**src/rtl/vga_line_fetcher.sv**
```systemverilog
// vga_line_fetcher: fetches scanlines from frame memory into a double-banked line buffer
module vga_line_fetcher #(
  parameter int MAX_PENDING = 4
) (
  input  logic        clk,
  input  logic        reset,
  input  logic [23:0] frameBase,
  input  logic [9:0]  lineWords,
  input  logic        doubleScan,
  input  logic        lineRequest,
  input  logic        endOfFrame,
  output logic        memRead,
  output logic [21:0] memAddress,
  input  logic        memWaitRequest,
  input  logic        memReadDataValid,
  input  logic [31:0] memReadData,
  output logic        bufferWriteEnable,
  output logic [9:0]  bufferWriteAddress,
  output logic [31:0] bufferWriteData,
  output logic        readBank,
  output logic        busy,
  output logic        underrun
);
  typedef enum logic [1:0] {IDLE, FETCH, DRAIN} state_t;
  localparam logic [2:0] MAX_PEND = 3'(MAX_PENDING);
  state_t state, state_next;
  logic [9:0] issued, received, words;
  logic [2:0] pending;
  logic [21:0] line_addr, fetch_addr;
  logic rep, restart_pending, hold, accept, ret, start, done;
  always_comb begin
    words = lineWords > 10'd512 ? 10'd512 : lineWords;
    memRead = state == FETCH ? issued < words && pending < MAX_PEND : state == DRAIN && hold;
    memAddress = fetch_addr;
    busy = state != IDLE;
    accept = memRead && !memWaitRequest;
    ret = memReadDataValid && pending != 3'd0;
    start = state == IDLE && !endOfFrame && (restart_pending || lineRequest);
    done = state == FETCH && received == words;
    state_next = state == IDLE ? (start ? FETCH : IDLE) :
                 state == FETCH ? (endOfFrame ? DRAIN : done ? IDLE : FETCH) :
                 (pending == 3'd0 && !memRead ? IDLE : DRAIN);
  end
  always_ff @(posedge clk) begin
    if (reset) begin
      state <= IDLE;
      issued <= '0;
      received <= '0;
      pending <= '0;
      line_addr <= '0;
      fetch_addr <= '0;
      rep <= 1'b0;
      restart_pending <= 1'b0;
      hold <= 1'b0;
      readBank <= 1'b0;
      underrun <= 1'b0;
      bufferWriteEnable <= 1'b0;
      bufferWriteAddress <= '0;
      bufferWriteData <= '0;
    end else begin
      state <= state_next;
      hold <= memRead && memWaitRequest;
      underrun <= lineRequest && busy && !endOfFrame;
      bufferWriteEnable <= state == FETCH && ret;
      pending <= pending + 3'(accept) - 3'(ret);
      if (state == FETCH && ret) begin
        bufferWriteAddress <= {~readBank, received[8:0]};
        bufferWriteData <= memReadData;
        received <= received + 10'd1;
      end
      if (accept) begin
        fetch_addr <= fetch_addr + 22'd1;
        issued <= issued + 10'd1;
      end
      if (start) begin
        fetch_addr <= line_addr;
        issued <= '0;
        received <= '0;
        pending <= '0;
        restart_pending <= 1'b0;
        readBank <= restart_pending ? readBank : ~readBank;
      end
      if (done) begin
        line_addr <= !doubleScan || rep ? line_addr + 22'(words) : line_addr;
        rep <= doubleScan && !rep;
      end
      if (endOfFrame) begin
        line_addr <= frameBase[23:2];
        rep <= 1'b0;
        restart_pending <= 1'b1;
      end
    end
  end
endmodule
```
**config.mk**
```make
export PLATFORM = sky130hd
export DESIGN_NAME = vga_line_fetcher
export DESIGN_NICKNAME = d
export VERILOG_FILES = /design/src/rtl/vga_line_fetcher.sv
export SDC_FILE = /design/constraint.sdc
export NUM_CORES = 1
export LEC_CHECK = 0
export CAP_MARGIN = 20
export CORE_AREA = 2 2 113 115
export CTS_CLUSTER_DIAMETER = 120
export DETAILED_ROUTE_END_ITERATION = 6
export DIE_AREA = 0 0 115 117
export MAX_ROUTING_LAYER = met4
export PLACE_DENSITY = 0.88
export SKIP_CTS_REPAIR_TIMING = 1
export SYNTH_ARGS = -nofsm -noshare
export SYNTH_HDL_FRONTEND = slang
export SYNTH_SLANG_ARGS = --single-unit
```
**constraint.sdc**
```tcl
create_clock -name clk -period 3.8 [get_ports clk]
set_input_delay 0.76 -clock clk [delete_from_list [all_inputs] [get_ports clk]]
set_output_delay 0.76 -clock clk [all_outputs]
set_load 0.01 [all_outputs]
```
; ---- After elaboration in Yosys (flattened, before gate mapping)
; Cells that the tools add are included.
[totals]
regBits = 117
inputBits = 73
output_inout_bits = 69
elab_cells = 75
[classes]
addsub = 6
n_lt_le_gt_ge = 3
eq_ne = 3
n_mux = 15
n_bitwise = 2
n_reduce_logical = 32
[op_table]
columns = operator, count
row1 = 2-to-1 mux 22 bit, 5
row2 = adder 22 x 1 -> 22 bit (second input constant), 1
row3 = adder 22 x 10 -> 22 bit, 1
row4 = adder 10 x 1 -> 10 bit (second input constant), 2
row5 = logical AND 1 bit, 13
row6 = == test 10 bit, 1
row7 = greater-than comparator 10 bit (second input constant), 1
row8 = < comparator 10 bit, 1
row9 = 2-to-1 mux 10 bit, 1
row10 = nonzero test 2 bit, 5
row11 = 2-to-1 mux 2 bit, 4
row12 = zero test 1 bit, 5
row13 = 2-to-1 mux 1 bit, 5
row14 = AND reduction 2 bit, 2
row15 = OR reduction 2 bit, 2
row16 = adder 3 x 1 -> 3 bit, 1
row17 = zero test 3 bit, 1
row18 = < comparator 3 bit (second input constant), 1
row19 = nonzero test 3 bit, 1
row20 = subtractor 3 x 1 -> 3 bit, 1
row21 = == test 2 x 1 -> 1 bit (second input constant), 1
row22 = == test 2 bit (second input constant), 1
row23 = zero test 2 bit, 1
row24 = logical OR 1 bit, 2
row25 = inverter 1 bit, 2

; ---- Depth between registers and ports, before layout
; Gate-level depths: netlist of run 1.
[logic_depth]
depth_word = 10
mapped_depth = 15
mapped_depth_nobuf = 14

; ---- Worst setup path before layout of run 1
; Ideal clock, no wire load.
[synth_timing]
path_kind = input port to flip-flop
start = input lineWords[9]
end = register pending[1]
setup_time_ns = 0.126
arrival_time_ns = 3.179
required_ns = 3.674
setup_slack_ns = 0.495
cell_stages = 14
path_buffers = 2
path_cell_list = buf_6 > nand2b_1 > ha_1 > nand4_1 > o211a_1 > o21a_4 > inv_2 > clkbuf_1 > ha_1 > inv_1 > ha_1 > fa_1 > inv_1 > nor2_1
[synth_between]
elab_chain_cells = 8
[synth_rtl]
columns = element, line
row1 = start: declaration, 8  ; input logic [9:0] lineWords,
row2 = greater-than comparator 10 bit, 32  ; words = lineWords > 10'd512 ? 10'd512 : lineWords;
row3 = 2-to-1 mux 10 bit (*), 32
row4 = < comparator 10 bit (*), 33  ; memRead = state == FETCH ? issued < words && pending < MAX_PEND : state == DRAIN && hold;
row5 = logical AND 1 bit (*), 33
row6 = 2-to-1 mux 1 bit (*), 33
row7 = logical AND 1 bit (*), 36  ; accept = memRead && !memWaitRequest;
row8 = adder 3 x 1 -> 3 bit (*), 65  ; pending <= pending + 3'(accept) - 3'(ret);
row9 = subtractor 3 x 1 -> 3 bit (*), 65
row10 = end signal: assignment, 65
row11 = end: declaration, 28  ; logic [2:0] pending;
; Every way passes the cells marked *; elsewhere a longest branch is shown, timed or not.
; A chain may end at the register's enable or synchronous reset.

; ---- Worst setup path in the final report of run 1
[layout_timing]
start = input lineWords[3]
end = output memRead
[layout_between]
elab_chain_cells = 5
[layout_rtl]
columns = element, line
row1 = greater-than comparator 10 bit, 32
row2 = 2-to-1 mux 10 bit (*), 32
row3 = < comparator 10 bit (*), 33
row4 = logical AND 1 bit (*), 33
row5 = 2-to-1 mux 1 bit (*), 33
row6 = end: declaration, 12  ; output logic memRead,
; Marks and branches as above.

==> flow_summary.toml, run 1 <==
[timing]
min_period_ns = 3.70
hold_viol = 0
fin_skew_ns = 0.0105
setup_viol = 0
min_period_over_period = 0.973
rsz0062_at_grt = "false"
worst_slew_pin_slew_ns = 0.605
timing.final.ws_setup_ns = 0.104
fmax_mhz = 271
tns_ns = 0
slew_violations = 0
relSlewSlack = 0.597

[min_path]
hp-start = "bufferWriteAddress[1]"
hold_path_class = "register to register"

[clock_network]
clkLatencyLatePin_ns = 0.42
cts_tree = "done"
cts_buffers = 17
cts_max_level = 4
clock-sinks = 117
cts.path.max_buffers = 2
cts.clk_slew.worst_paths_ns = 0.05
clockRootBuffer = "clkbuf_16"

[synthesis]
synth_top_area_cell = "dfxtp_1"
synth_area_per_cell_um2 = 8.13
synth_seq_area_share = 0.382
ys_seq_elements = 117
syn_area_um2 = 6140
ys.flop_type = "dfxtp_1"
synthArstFlopShare = 0
synth_fp_nets = 854
synth.distinct_cells = 70
syn_inst = 755
yosysWarningCount = 0
synth-edff-count = 0
yosysTopAreaCellShare = 0.382
synth_area_leaders = "dfxtp_1 38%, nand2_1 8.1%, a21oi_1 7.1%"

[layout]
stdcell_count = 1061
final_layout_size_suffix_gt1_frac = 0.0944
ff_latch_area_um2 = 2340
n_antenna_cell = 0
n_fill_cell = 972
fin_area_um2 = 8310
multi_input_area_um2 = 3450
area_growth_pct = 35.5
fin_nets = 998

[run]
drv_cap = 0

[worst_setup_path]
r2r_end = "pending[2]"
cp-start-kind = "input port"
max_stage_delay_ns = 0.52
r2r_start = "issued[3]"
crit_chain = "clkdlybuf4s50_1 -> nand2b_1 -> ha_1 -> a21o_1 -> nand3_1 -> o211a_1 -> nor2_1 -> o21a_1 -> inv_1 -> clkdlybuf4s50_1"
crit_family = "buffers and inverters"
reg2reg_slack_ns = 1.08
critPathCapture = "memRead"
path_class = "input port to output pin"
path_common_cell = "clkdlybuf4s50_1"
path_buf_inv = 3
cp.required_ns = 3.04
cpMaxStageDelayCell = "clkdlybuf4s50_1"
critical_path_depth = 10
crit_fanout = 2
r2r_cells = 13
arrival_ns = 2.94
cp-startpoint = "lineWords[3]"
endpoint_kind = "output pin"

[detailed_routing]
first_iter_violations = 547
drc = 0
vias = 5953
drt_pass1_iterations = 5
ant_nets = 0
wl_per_cell_um = 15.5
via_per_inst = 5.61
routed_wl_um = 16500

[grt]
overflow = 0
grt_max_degree = 49
grt_pass1_vias = 5383
grt_pass1_wl_um = 25800
antenna_found_initial = 0
grt_usage = 0.248

[floorplanning]
die_y_um = 117
core_region_area_um2 = 12300
initial_core_util = 0.498
die_x_um = 115
rows = 41
die_area_um2 = 13500
pin_count = 142

[placement]
dpl.hpwl_um = 11700
gp_congestion = 0.940
post_dp_cell_area_um2 = 7670
port_buffers = 139
preCtsSetupSlack_ns = -0.0596
dp_cells = 1029

[pwr]
leakage_nw = 3.04
powerDensity_nw_per_um2 = 432
total_power_mw = 3.59
ir_drop_mv = 0.279

[outcome]
status = "complete, no violations"
[area by class of cell]
type	count	share of cell area
flip-flops and latches	117	0.282
inverters	24	0.0108
repair buffers	168	0.193
multi-input cells	571	0.415
clock buffers	18	0.0528
well taps	150	0.0226
clock inverters	13	0.0235
[synthesized netlist by cell type, types with 8 or more instances]
cell type	instances
dfxtp_1	117
nor2_1	74
a31oi_1	8
o21ai_0	23
nand3_1	18
clkbuf_1	26
xor2_1	13
nor3_1	16
mux2i_1	9
nand2_1	133
xnor2_1	35
a21oi_1	87
inv_1	22
a211oi_1	18
nand4_1	11
ha_1	24
and3_1	11
[layout by cell type, fill, tap and decap left out, drive strengths merged, types with 6 or more instances in the layout]
| master | count |
|---|---|
| dfxtp | 117 |
| o21ai | 23 |
| nor4b | 6 |
| a211oi | 18 |
| ha | 24 |
| nand3 | 18 |
| nand2 | 134 |
| clkdlybuf4s50 | 137 |
| nand4 | 12 |
| clkbuf | 18 |
| nor4 | 7 |
| o21a | 7 |
| xnor2 | 35 |
| mux2i | 9 |
| buf | 30 |
| nor3 | 20 |
| a21oi | 88 |
| a31oi | 8 |
| and3 | 11 |
| nor2 | 75 |
| xor2 | 13 |
| inv | 28 |
[through the flow]
| stage | hold slack [ns] | util |
|---|---|---|
| floorplan | 0.448 | - |
| global placement | 0.441 | 0.623 |
| detailed placement | 0.446 | 0.623 |
| CTS | 0.454 | 0.674 |
| global route | 0.463 | 0.675 |
| finish | 0.450 | 0.675 |
[registers in the layout, summed over array words and instances (netlist names)]
| register | count |
|---|---|
| bufferWriteEnable | 1 |
| restart_pending | 1 |
| underrun | 1 |
| state | 2 |
| memAddress | 22 |
| readBank | 1 |
| bufferWriteAddress | 10 |
| hold | 1 |
| line_addr | 22 |
| rep | 1 |
| bufferWriteData | 32 |
| received | 10 |
| pending | 3 |
| issued | 10 |
[where the power goes]
group          internal [mW]  switching (mW)
sequential              1.28          0.0543
combinational          0.262           0.274
clock                   1.12           0.595
total                   2.66           0.923
[per-layer routing]
metal	up-vias	wire (µm)	global-route usage
met5	-	0	-
met4	0	393	0.0980
met3	36	1230	0.0515
met2	255	7950	0.397
met1	2758	6890	0.309
li1	2904	-	-
[tightest hold or removal path, delay by kind of cell, from the launching register on]
kind	cells	cell delay, ns
flip-flops	1	0.30
AND/OR/NAND/NOR	1	0.05
AO/OA/AOI/OAI	1	0.05
[cells by family (layout without fill, tap and decap cells)]
group,Yosys count,count (layout),synth area share
DFF,117,117,0.382
AOI/OAI and AO/OA,171,171,0.167
muxes,13,13,0.0220
and+or+nand+nor,313,313,0.248
xor gates and xnor gates,48,48,0.0685
buffers and inverters,67,223,0.0575
adders and majority gates,26,26,0.0555
[worst min-delay path by stage]
stage	to	cells after the start
finish	bufferWriteAddress[1]	2
global route	bufferWriteAddress[0]	2
CTS	bufferWriteData[19]	2
detailed placement	bufferWriteData[19]	2
global placement	bufferWriteData[19]	2
floorplan	memAddress[9]	2
Power figures use the tool's default switching activity.
==> run 2: changes to the inputs <==
SETUP_SLACK_MARGIN = 0.1   (was not set)
==> run 2 against run 1 <==
- hold slack about the same
- flip-flop and latch count unchanged
- global-route usage unchanged
- final cell count unchanged
- largest cell class unchanged
- highest routed layer unchanged
==> flow_summary.toml, run 2 (synthesized netlist as in run 1, its figures left out) <==
[timing]
hold_viol = 0
rsz0062_at_grt = "false"
relSlewSlack = 0.596
min_period_over_period = 0.877
fin_skew_ns = 0.0115
setup_viol = 0
min_period_ns = 3.33
fmax_mhz = 300
worst_slew_pin_slew_ns = 0.606
slew_violations = 0
holdWs_ns = 0.450

[worst_setup_path]
cpMaxStageDelayCell = "clkdlybuf4s50_1"
r2r_start = "issued[3]"
critPathCapture = "memRead"
max_stage_delay_ns = 0.55
endpoint_kind = "output pin"
cp-start-kind = "input port"
path_class = "input port to output pin"
crit_chain = "clkdlybuf4s50_1 -> nand2_1 -> ha_1 -> nand4_1 -> o211a_1 -> nor2_1 -> o21a_1 -> inv_1 -> dlymetal6s2s_1"
crit_fanout = 4
reg2reg_slack_ns = 1.07
r2r_cells = 13
r2r_end = "pending[2]"
cp.required_ns = 3.04
arrival_ns = 2.57
cp-startpoint = "lineWords[4]"

[layout]
n_antenna_cell = 0
n_fill_cell = 971
final_cell_mix = "136 x clkdlybuf4s50_1, 133 x nand2_1, 117 x dfxtp_1"
fin_nets = 998
fin_area_um2 = 8310
ff_latch_area_um2 = 2340
largest_register = "bufferWriteData"
stdcell_count = 1061
largest_reg_flops = 32
fin_util = 0.675
area_growth_pct = 35.5
multi_input_area_um2 = 3450
final_common_cell = "clkdlybuf4s50_1"
final_layout_size_suffix_gt1_frac = 0.0944

[floorplanning]
die_area_um2 = 13500
rows = 41
die_x_um = 115
pin_count = 142
die_y_um = 117
core_region_area_um2 = 12300
initial_core_util = 0.498

[grt]
antenna_found_initial = 0
overflow = 0
grt_max_degree = 49
grt_pass1_wl_um = 25800
grt_usage = 0.248
grt_pass1_vias = 5383

[min_path]
hold_path_class = "register to register"

[pwr]
leakage_nw = 3.05
powerDensity_nw_per_um2 = 432
ir_drop_mv = 0.279
total_power_mw = 3.59

[detailed_routing]
via_per_inst = 5.62
vias = 5962
ant_nets = 0
drt_pass1_iterations = 5
drc = 0
routed_wl_um = 16500
first_iter_violations = 519
wl_per_cell_um = 15.5

[clock_network]
clock-sinks = 117
cts.clk_slew.worst_paths_ns = 0.06
cts_max_level = 4
clkLatencyLatePin_ns = 0.42
cts_tree = "done"
cts_buffers = 17
cts.path.max_buffers = 2
clockRootBuffer = "clkbuf_16"

[run]
drv_cap = 0

[placement]
dpl.hpwl_um = 11700
dp_cells = 1029
port_buffers = 139
gp_congestion = 0.940
post_dp_cell_area_um2 = 7670

[outcome]
status = "complete, no violations"
==> run 2: routing by layer <==
layer | up-vias | global-route usage | wire, µm
li1 | 2904 | - | -
met1 | 2782 | 0.309 | 7000
met2 | 246 | 0.397 | 8010
met3 | 30 | 0.0515 | 1130
met4 | 0 | 0.0980 | 344
met5 | - | - | 0
==> run 2: metrics by stage <==
step | TNS, ns | setup slack, ns
2_1_floorplan | 0 | 0.495
3_3_place_gp | -0.0418 | -0.0398
3_5_place_dp | -0.183 | -0.0596
4_1_cts | -0.0841 | -0.0841
5_1_grt | 0 | 0.342
6_report | 0 | 0.466
==> run 2: area by class of cell <==
class                      instances  share of cell area
inverter                          24              0.0108
multi-input combinational        571               0.415
sequential                       117               0.282
clock buffer                      18              0.0528
clock inverter                    13              0.0235
tap                              150              0.0226
timing repair buffer             168               0.194
==> run 2: how the worst min path moves through the flow <==
stage / startpoint / to / cells after the start
6_report: bufferWriteAddress[1] / bufferWriteAddress[1] / 2
3_5_place_dp: bufferWriteData[19] / bufferWriteData[19] / 2
3_3_place_gp: bufferWriteData[19] / bufferWriteData[19] / 2
2_1_floorplan: line_addr[9] / memAddress[9] / 2
4_1_cts: bufferWriteData[19] / bufferWriteData[19] / 2
5_1_grt: bufferWriteAddress[0] / bufferWriteAddress[0] / 2
==> run 2: power breakdown <==
group	leakage [nW]	switching, mW	internal [mW]
clock network	0.300	0.597	1.12
registers	0.951	0.0542	1.28
logic	1.80	0.275	0.261
==> run 2: critical path: cells and delay by family <==
kind,cells,cell delay [ns]
buffers and inverters,3,0.75
and+or+nand+nor,3,0.33
adders and majority gates,1,0.34
AOI/OAI and AO/OA,2,0.40
==> run 3: changes to the inputs <==
CORE_AREA = 2 2 86 151   (was 2 2 113 115)
DIE_AREA = 0 0 88 153   (was 0 0 115 117)
==> run 3 against run 2 <==
- total power decreased by 2.4%
- non-clock buffer count decreased by 2
- final cell count increased by 1.6%
- clock skew decreased by 0.0028 ns
- critical path type is now input port to register
- core utilization increased by 0.30 points
- global-route usage increased by 1.2 points
- clock power decreased by 5%
- design area decreased by 0.23%
- combinational power decreased by 0.7%
- die area about the same
- hold slack about the same
==> flow_summary.toml, run 3 (synthesized netlist as in run 1, its figures left out) <==
[outcome]
status = "complete, no violations"

[floorplanning]
die_area_um2 = 13500
die_x_um = 88
die_y_um = 153
pin_count = 142
initial_core_util = 0.502
core_region_area_um2 = 12200
rows = 54

[pwr]
swShare = 0.256
pwr-share-seq = 0.381
net-switching-power_mw = 0.895
leakage_nw = 3.03
p_comb_frac = 0.152
power_frac_clock = 0.467
ir_drop_mv = 0.373
p_int_mw = 2.61
powerDensity_nw_per_um2 = 422

[layout]
stdcell_count = 1078
fin_area_um2 = 8300
largest_reg_flops = 32
final_layout_size_suffix_gt1_frac = 0.0923
final_common_cell = "clkdlybuf4s50_1"
fin_nets = 996
largest_register = "bufferWriteData"
area_growth_pct = 35.2
final_cell_mix = "137 x clkdlybuf4s50_1, 133 x nand2_1, 117 x dfxtp_1"
n_antenna_cell = 0

[timing]
min_period_ns = 3.50
fmax_mhz = 286
relSlewSlack = 0.433
rsz0062_at_grt = "false"
min_period_over_period = 0.921
worst_slew_pin_slew_ns = 0.848
setup_viol = 0
slew_violations = 0
fin_skew_ns = 0.00877
holdWs_ns = 0.451
hold_viol = 0

[grt]
grt_max_degree = 52
grt_pass1_vias = 5741
grt_pass1_wl_um = 26900
overflow = 0
antenna_found_initial = 0
grt_usage = 0.260

[worst_setup_path]
r2r_end = "pending[2]"
path_class = "input port to register"
cp-start-kind = "input port"
r2r_cells = 13
reg2reg_slack_ns = 1.09
endpoint_kind = "register"
arrival_ns = 3.80
r2r_start = "issued[3]"
cp.required_ns = 4.10
crit_fanout = 5

[detailed_routing]
vias = 5921
via_per_inst = 5.49
wl_per_cell_um = 15.5
drt_pass1_iterations = 5
drc = 0
first_iter_violations = 303
ant_nets = 0
routed_wl_um = 16700

[placement]
dpl.hpwl_um = 12000
port_buffers = 139
gp_congestion = 0.887
dp_cells = 1046
post_dp_cell_area_um2 = 7680

[min_path]
hold_path_class = "register to register"
min_path_cells = 2
hp-start = "bufferWriteData[30]"
hold_end = "bufferWriteData[30]"

[clock_network]
clock-sinks = 117
cts.path.max_buffers = 2
cts.clk_slew.worst_paths_ns = 0.05
clockRootBuffer = "clkbuf_16"
cts_tree = "done"
cts_buffers = 17
clkLatencyLatePin_ns = 0.41
cts_max_level = 4

[run]
drv_cap = 0
==> run 3: worst max-delay path: stages <==
cell	delay, ns
clkdlybuf4s50_1	0.49
buf_4	0.19
and2b_2	0.21
ha_1	0.15
inv_1	0.05
fa_1	0.38
nor2b_1	0.17
o31a_1	0.19
o21ai_0	0.17
o21a_1	0.30
nor4b_1	0.50
xnor2_1	0.18
a21oi_1	0.08
==> run 3: power by group through the flow <==
stage	Combinational [mW]	Clock (mW)	Sequential (mW)
5_1_grt	0.585	1.70	1.34
3_5_place_dp	0.524	0	1.36
2_1_floorplan	0.301	0	1.36
6_report	0.532	1.63	1.34
3_3_place_gp	0.511	0	1.36
4_1_cts	0.531	1.65	1.33
==> run 3: area by class of cell <==
class	count	area (µm²)
fill	949	3930
multi-input combinational	571	3450
tap	168	210
inverter	24	90.1
sequential	117	2340
clock buffer	20	457
timing repair buffer	166	1590
clock inverter	12	154
==> run 3: worst max path at each step <==
stage | start | endpoint
finish | lineWords[9] | line_addr[16]
CTS | lineWords[9] | memRead
detailed placement | lineWords[9] | line_addr[16]
floorplan | lineWords[9] | pending[1]
global route | lineWords[9] | line_addr[16]
global placement | lineWords[9] | memRead
==> run 3: per-stage QoR <==
stage	worst slack (ns)	power, mW	utilization	TNS, ns
after floorplan	0.495	1.66	-	0
after global placement	0.0175	1.87	0.628	0
after detailed placement	-0.0522	1.88	0.628	-0.0575
after CTS	-0.0414	3.52	0.678	-0.0414
after global routing	0.169	3.63	0.678	0
final	0.298	3.50	0.678	0
==> run 3: routing by layer <==
layer  track usage  up-vias  routed length (µm)
li1              -     2909                   -
met1         0.259     2742                6040
met5             -        -                   0
met2         0.461      213                9070
met4         0.138        0                 794
met3        0.0497       57                 830
